===== config.mk =====
export PLATFORM = sky130hd
export DESIGN_NAME = rbs_pipe_flat
export DESIGN_NICKNAME = d
export VERILOG_FILES = /design/src/rtl/rbs_pipe_if.sv /design/src/rtl/rbs_pipe.sv /design/src/flat_wrapper.sv
export SDC_FILE = /design/constraint.sdc
export NUM_CORES = 1
export LEC_CHECK = 0
export BUFFER_PORTS_ARGS = -buffer_cell sky130_fd_sc_hd__buf_4
export CAP_MARGIN = 20
export CELL_PAD_IN_SITES_DETAIL_PLACEMENT = 0
export CELL_PAD_IN_SITES_GLOBAL_PLACEMENT = 1
export CORE_MARGIN = 1
export CORE_UTILIZATION = 45
export CTS_CLUSTER_DIAMETER = 120
export CTS_CLUSTER_SIZE = 12
export DETAILED_ROUTE_END_ITERATION = 16
export PLACE_DENSITY = 0.84
export SYNTH_ARGS = -nofsm -noshare
export SYNTH_HDL_FRONTEND = slang
export SYNTH_SLANG_ARGS = --single-unit

===== constraint.sdc =====
create_clock -name clk -period 1.6 [get_ports clk]
set_clock_uncertainty 0.15 [all_clocks]
set_input_delay 0.32 -clock clk [delete_from_list [all_inputs] [get_ports clk]]
set_output_delay 0.32 -clock clk [all_outputs]
set_load 0.02 [all_outputs]

===== src/rtl/rbs_pipe_if.sv =====
`default_nettype none
// ============================================================================
//  Module      : rbs_pipe_if
//  Description : Operand/result bundle for the pipelined ripple-borrow
//                subtractor. The master drives operands and the advance
//                enable; the slave (the subtractor) returns the result.
//                The ovf signal exists only when RBS_OVF_EN is defined.
//  Revision    : 1.0  initial release
// ============================================================================
interface rbs_pipe_if #(
    parameter int WIDTH = 4
);
    logic             en;
    logic             in_valid;
    logic [WIDTH-1:0] a;
    logic [WIDTH-1:0] b;
    logic             Bin;
    logic             out_valid;
    logic [WIDTH-1:0] diff;
    logic             Bout;
`ifdef RBS_OVF_EN
    logic             ovf;
`endif

`ifdef RBS_OVF_EN
    modport master (
        output en, in_valid, a, b, Bin,
        input  out_valid, diff, Bout, ovf
    );
    modport slave (
        input  en, in_valid, a, b, Bin,
        output out_valid, diff, Bout, ovf
    );
`else
    modport master (
        output en, in_valid, a, b, Bin,
        input  out_valid, diff, Bout
    );
    modport slave (
        input  en, in_valid, a, b, Bin,
        output out_valid, diff, Bout
    );
`endif
endinterface
`default_nettype wire


===== src/rtl/rbs_pipe.sv =====
`default_nettype none
// ============================================================================
//  Module      : rbs_pipe
//  Description : Bit-level pipelined ripple-borrow subtractor computing
//                {Bout, diff} = a - b - Bin. One full-subtractor slice per
//                stage, one token per clock, global enable for stall.
//                Optional signed-overflow flag enabled by the macro
//                RBS_OVF_EN.
//  Revision    : 1.0  initial release
// ============================================================================
module rbs_pipe #(
    parameter int WIDTH = 4            // operand width and stage count, >= 2
) (
    input  wire logic   clk,
    input  wire logic   rst,
    rbs_pipe_if.slave   bus
);

    // Stages 0..WIDTH-2 are internal registers; the last slice writes
    // straight into the output registers so latency equals WIDTH edges.
    localparam int NSTG = WIDTH - 1;

    // Stage k register layout:
    //   r_ad_q[k] : bits [k:0] completed difference, bits [WIDTH-1:k+1]
    //               still-unprocessed minuend bits
    //   r_b_q[k]  : bits [WIDTH-1:k+1] still-unprocessed subtrahend bits,
    //               processed bits are cleared
    //   r_bor_q[k]: borrow out of bit k
    logic [NSTG-1:0][WIDTH-1:0] r_ad_q,    r_ad_d;
    logic [NSTG-1:0][WIDTH-1:0] r_b_q,     r_b_d;
    logic [NSTG-1:0]            r_bor_q,   r_bor_d;
    logic [NSTG-1:0]            r_valid_q, r_valid_d;

    logic                       r_out_valid_q, r_out_valid_d;
    logic [WIDTH-1:0]           r_diff_q,      r_diff_d;
    logic                       r_bout_q,      r_bout_d;

    // Final slice results (bit WIDTH-1)
    logic [WIDTH-1:0]           w_fin_diff;
    logic                       w_fin_bout;

`ifdef RBS_OVF_EN
    logic                       r_ovf_q, r_ovf_d;
    logic                       w_fin_ovf;
`endif

    // One full-subtractor slice: resolves bit k of the working vector and
    // returns {borrow_out, working vector with bit k replaced by d[k]}.
    function automatic logic [WIDTH:0] f_slice(
        input logic [WIDTH-1:0] ad,
        input logic [WIDTH-1:0] bb,
        input logic             bin,
        input int               k
    );
        logic [WIDTH-1:0] nxt;
        logic             ak;
        logic             bk;
        logic             bo;
        ak     = ad[k];
        bk     = bb[k];
        nxt    = ad;
        nxt[k] = ak ^ bk ^ bin;
        bo     = (~ak & bk) | (~(ak ^ bk) & bin);
        return {bo, nxt};
    endfunction

    // Drops subtrahend bit k once consumed so stage data carries only the
    // bits still waiting to be processed.
    function automatic logic [WIDTH-1:0] f_clear(
        input logic [WIDTH-1:0] bb,
        input int               k
    );
        logic [WIDTH-1:0] m;
        m    = '0;
        m[k] = 1'b1;
        return bb & ~m;
    endfunction

    // Next-state for every slice: stage 0 from the ports, stage k from k-1.
    always_comb begin
        r_ad_d    = r_ad_q;
        r_b_d     = r_b_q;
        r_bor_d   = r_bor_q;
        r_valid_d = r_valid_q;

        {r_bor_d[0], r_ad_d[0]} = f_slice(bus.a, bus.b, bus.Bin, 0);
        r_b_d[0]                = f_clear(bus.b, 0);
        r_valid_d[0]            = bus.in_valid;

        for (int k = 1; k < NSTG; k++) begin
            {r_bor_d[k], r_ad_d[k]} = f_slice(r_ad_q[k-1], r_b_q[k-1],
                                              r_bor_q[k-1], k);
            r_b_d[k]                = f_clear(r_b_q[k-1], k);
            r_valid_d[k]            = r_valid_q[k-1];
        end
    end

    // Last slice: resolves the top bit from the final internal stage.
    always_comb begin
        {w_fin_bout, w_fin_diff} = f_slice(r_ad_q[NSTG-1], r_b_q[NSTG-1],
                                           r_bor_q[NSTG-1], WIDTH-1);
    end

`ifdef RBS_OVF_EN
    // Signed overflow: borrow into the sign bit differs from borrow out.
    always_comb begin
        w_fin_ovf = r_bor_q[NSTG-1] ^ w_fin_bout;
    end
`endif

    // Output registers capture only valid tokens; bubbles leave them holding.
    always_comb begin
        r_out_valid_d = r_valid_q[NSTG-1];
        r_diff_d      = r_diff_q;
        r_bout_d      = r_bout_q;
`ifdef RBS_OVF_EN
        r_ovf_d       = r_ovf_q;
`endif
        if (r_valid_q[NSTG-1]) begin
            r_diff_d = w_fin_diff;
            r_bout_d = w_fin_bout;
`ifdef RBS_OVF_EN
            r_ovf_d  = w_fin_ovf;
`endif
        end
    end

    // Pipeline and output registers: async clear, advance only when enabled.
    always_ff @(posedge clk or posedge rst) begin
        if (rst) begin
            r_ad_q        <= '0;
            r_b_q         <= '0;
            r_bor_q       <= '0;
            r_valid_q     <= '0;
            r_out_valid_q <= 1'b0;
            r_diff_q      <= '0;
            r_bout_q      <= 1'b0;
`ifdef RBS_OVF_EN
            r_ovf_q       <= 1'b0;
`endif
        end else if (bus.en) begin
            r_ad_q        <= r_ad_d;
            r_b_q         <= r_b_d;
            r_bor_q       <= r_bor_d;
            r_valid_q     <= r_valid_d;
            r_out_valid_q <= r_out_valid_d;
            r_diff_q      <= r_diff_d;
            r_bout_q      <= r_bout_d;
`ifdef RBS_OVF_EN
            r_ovf_q       <= r_ovf_d;
`endif
        end
    end

    assign bus.out_valid = r_out_valid_q;
    assign bus.diff      = r_diff_q;
    assign bus.Bout      = r_bout_q;
`ifdef RBS_OVF_EN
    assign bus.ovf       = r_ovf_q;
`endif

endmodule
`default_nettype wire


===== src/flat_wrapper.sv =====
// flat-port wrapper written by rule: the top's interface ports become plain ports
module rbs_pipe_flat 
#(
    parameter int WIDTH = 4                                                  
)
  (clk, rst, bus_en, bus_in_valid, bus_a, bus_b, bus_Bin, bus_out_valid, bus_diff, bus_Bout);
  rbs_pipe_if #(.WIDTH(WIDTH)) bus_i ();
  input  wire logic clk;
  input  wire logic rst;
  input wire logic [$bits(bus_i.en)-1:0] bus_en;
  input wire logic [$bits(bus_i.in_valid)-1:0] bus_in_valid;
  input wire logic [$bits(bus_i.a)-1:0] bus_a;
  input wire logic [$bits(bus_i.b)-1:0] bus_b;
  input wire logic [$bits(bus_i.Bin)-1:0] bus_Bin;
  output wire logic [$bits(bus_i.out_valid)-1:0] bus_out_valid;
  output wire logic [$bits(bus_i.diff)-1:0] bus_diff;
  output wire logic [$bits(bus_i.Bout)-1:0] bus_Bout;
  assign bus_i.en = bus_en;
  assign bus_i.in_valid = bus_in_valid;
  assign bus_i.a = bus_a;
  assign bus_i.b = bus_b;
  assign bus_i.Bin = bus_Bin;
  assign bus_out_valid = bus_i.out_valid;
  assign bus_diff = bus_i.diff;
  assign bus_Bout = bus_i.Bout;
  rbs_pipe #(.WIDTH(WIDTH)) u_core (.clk(clk), .rst(rst), .bus(bus_i));
endmodule

==> flow_summary_export.csv <==
group,metric,value,unit
grt,grt_pass1_wl,2.842,mm
clocking,clock_tree.root_cell,"clkbuf_4",
power_and_ir_drop,cellLeakagePower,0.0007188,µW
placed_design,globalplace.congestion,0.6918,
routing,dr.pass1.iters,3,
logic_synthesis,syn_area,0.001241,mm²
grt,antenna_found_initial,0,
grt,grtUsageTotal,14.95,%
clocking,cts_sinks,30,
logic_synthesis,ys_seq_area_share,60.48,%
run,maxCapViolations,0,
final_layout,area_delta_synth_final,18.55,%
final_layout,drive_gt1_share,45.05,%
critical_path,crit_chain,"inv_1 > fa_1 > mux2_4",
final_layout,layout.nets,127,
critical_path,start_kind,"register",
floorplanning,die_h,54.52,µm
critical_path,critPathKind,"register to register",
floorplanning,core-area,0.002545,mm²
floorplanning,std_cell_rows,18,
critical_path,required,1.67,ns
clocking,clk_latency,0.32,ns
placed_design,portBuffers,18,
critical_path,cp_max_fo,2,
clocking,clockBufferDepth,2,
routing,wl_per_cell,11.84,µm
routing,ant_nets,0,
placed_design,hpwl,1.190,mm
timing,whs,0.05131,ns
timing,slew_headroom,75.54,%
timing,setup_viol,0,
clocking,cts_tree,"built",
logic_synthesis,syn_inst,85,
clocking,clkTransAtPathRegs,0.09,ns
timing,tightestPinTransition,0.3669,ns
grt,grt_pass1_vias,635,
timing,layout_worst_path_cycle_share,86.93,%
floorplanning,initial_core_util,48.77,%
floorplanning,die_area,0.002972,mm²
critical_path,crit_slowest_cell,"fa_1",
routing,drt_iter0_drc,5,
logic_synthesis,yosys_warnings,0,
critical_path,arrival,1.46,ns
routing,vias,684,
clocking,htree_levels,2,
status,outcome,"complete, no violations",
timing,final-hold-violation-count,0,
timing,min_period,1.391,ns
power_and_ir_drop,power_density,1370,mW/mm²
critical_path,critPathMaxStageDelay,0.47,ns
critical_path,cp-end-kind,"register",
final_layout,diodes,0,
routing,drc,0,
grt,overflow,0,
floorplanning,die_width,54.52,µm
logic_synthesis,syn_nets,102,
routing,wirelength,1.670,mm
timing,fmax,719.0,MHz
logic_synthesis,avgSynthCellArea,14.60,µm²
routing,routed_via_density,4.851,
min_path,worstHoldPathType,"primary input to register",
clocking,numCtsBuffers,5,
timing,grt_setup_unrepaired,"no",
floorplanning,io_pins,19,
power_and_ir_drop,ir_drop,0.0007725,V
logic_synthesis,ys_types,13,
logic_synthesis,synth-seq-cells,30,
timing,report.final.slew_viol_count,0,
timing,tns,0,ns
grt,grt_max_degree,31,
what timing repair did:
action | CTS | global route
gates resized for setup | 0 | 0
setup buffers | 0 | 0
endpoints found under the hold margin | 30 | 0
hold buffers | 1 | 0
setup endpoints to repair | 0 | 0
cell usage in the layout (no fill, tap or decap), types with 3 or more instances in the layout:
master,instances
dfrtp_1,30
mux2_2,18
nor2_1,3
clkbuf_4,5
a21oi_1,3
o21ai_0,4
fa_1,4
buf_4,20
nand2_1,3
mux2_4,4
inv_1,11
metal layers:
metal	up-vias	global-route usage, %	share of wire, %
met1	331	17.03	43
met5	-	0	0
li1	329	-	-
met3	8	5.833	5.0
met4	0	12.82	3.7
met2	16	21.75	48
worst paths after layout:
check / start / to / slack, ns / depth (start not counted)
max: u_core.r_b_q[11] / u_core.bus.diff[3] / 0.21 / 3
min: bus_b[1] / u_core.r_b_q[1] / 0.05 / 3
max reg2reg: u_core.r_b_q[11] / u_core.bus.diff[3] / 0.21 / 3
min reg2reg: u_core.r_b_d[11] / u_core.r_b_q[11] / 0.35 / 2
max in group asynchronous: rst / u_core.r_b_q[6] / 0.56 / 4
min in group asynchronous: rst / u_core.bus.diff[3] / 0.46 / 4
cell usage after synthesis (all sizes together):
| master | number | area (µm²) |
|---|---|---|
| nand2 | 4 | 22.52 |
| inv | 11 | 41.29 |
| dfrtp | 30 | 750.7 |
| o21ai | 4 | 20.02 |
| a21oi | 3 | 15.01 |
| fa | 4 | 80.08 |
| mux2i | 1 | 10.01 |
| nor2 | 3 | 11.26 |
| buf | 3 | 27.52 |
| mux2 | 22 | 262.8 |
final cells by class:
| type | instances | area [µm²] |
|---|---|---|
| multi-input cells | 41 | 421.7 |
| fillers | 224 | 1074 |
| clock inverters | 1 | 5.005 |
| well taps | 30 | 37.54 |
| clock buffers | 7 | 55.05 |
| repair buffers | 21 | 160.2 |
| flip-flops and latches | 30 | 750.7 |
| inverters | 11 | 41.29 |
flip-flops by register name (all words and copies together), names as in the netlist:
signal	flops
u_core.bus.diff	4
u_core.r_bor_q	3
u_core.r_ad_q	6
u_core.r_valid_q	3
u_core.bus.out_valid	1
u_core.r_b_d	3
u_core.r_b_q	3
u_core.r_ad_d	6
u_core.bus.Bout	1
critical path: cells and delay by family (launching register included):
family | cells | cell delay (ns)
buffers and inverters | 1 | 0.06
flip-flops | 1 | 0.34
multiplexers | 1 | 0.27
adder cells (fa/ha/maj) | 1 | 0.47
cell families (layout without fill, tap and decap cells):
| logic type | count (synthesis) | in the layout | share of synthesized area, % |
|---|---|---|---|
| AO/OA/AOI/OAI | 7 | 7 | 2.822 |
| adder cells (fa/ha/maj) | 4 | 4 | 6.452 |
| buffers and inverters | 14 | 40 | 5.544 |
| flip-flops | 30 | 30 | 60.48 |
| multiplexers | 23 | 23 | 21.98 |
| AND/OR/NAND/NOR | 7 | 7 | 2.722 |
metrics by stage:
| stage | cells | cell area (µm²) | power, µW | setup slack, ns | util [%] |
|---|---|---|---|---|---|
| detailed placement | 132 | 1401 | 1585 | 0.1456 | 55.06 |
| finish | 141 | 1471 | 2016 | 0.2092 | 57.82 |
| floorplan | 85 | 1241 | 1381 | 0.2541 | - |
| global route | 141 | 1471 | 2154 | 0.1482 | 57.82 |
| global placement | 132 | 1401 | 1548 | 0.1805 | 55.06 |
| CTS | 141 | 1471 | 2047 | 0.2063 | 57.82 |
report_power, final:
part / switching (µW) / internal [µW]
Clock: 245 / 213
Combinational: 229 / 294
Sequential: 99.3 / 936
Power figures use the tool's default switching activity.
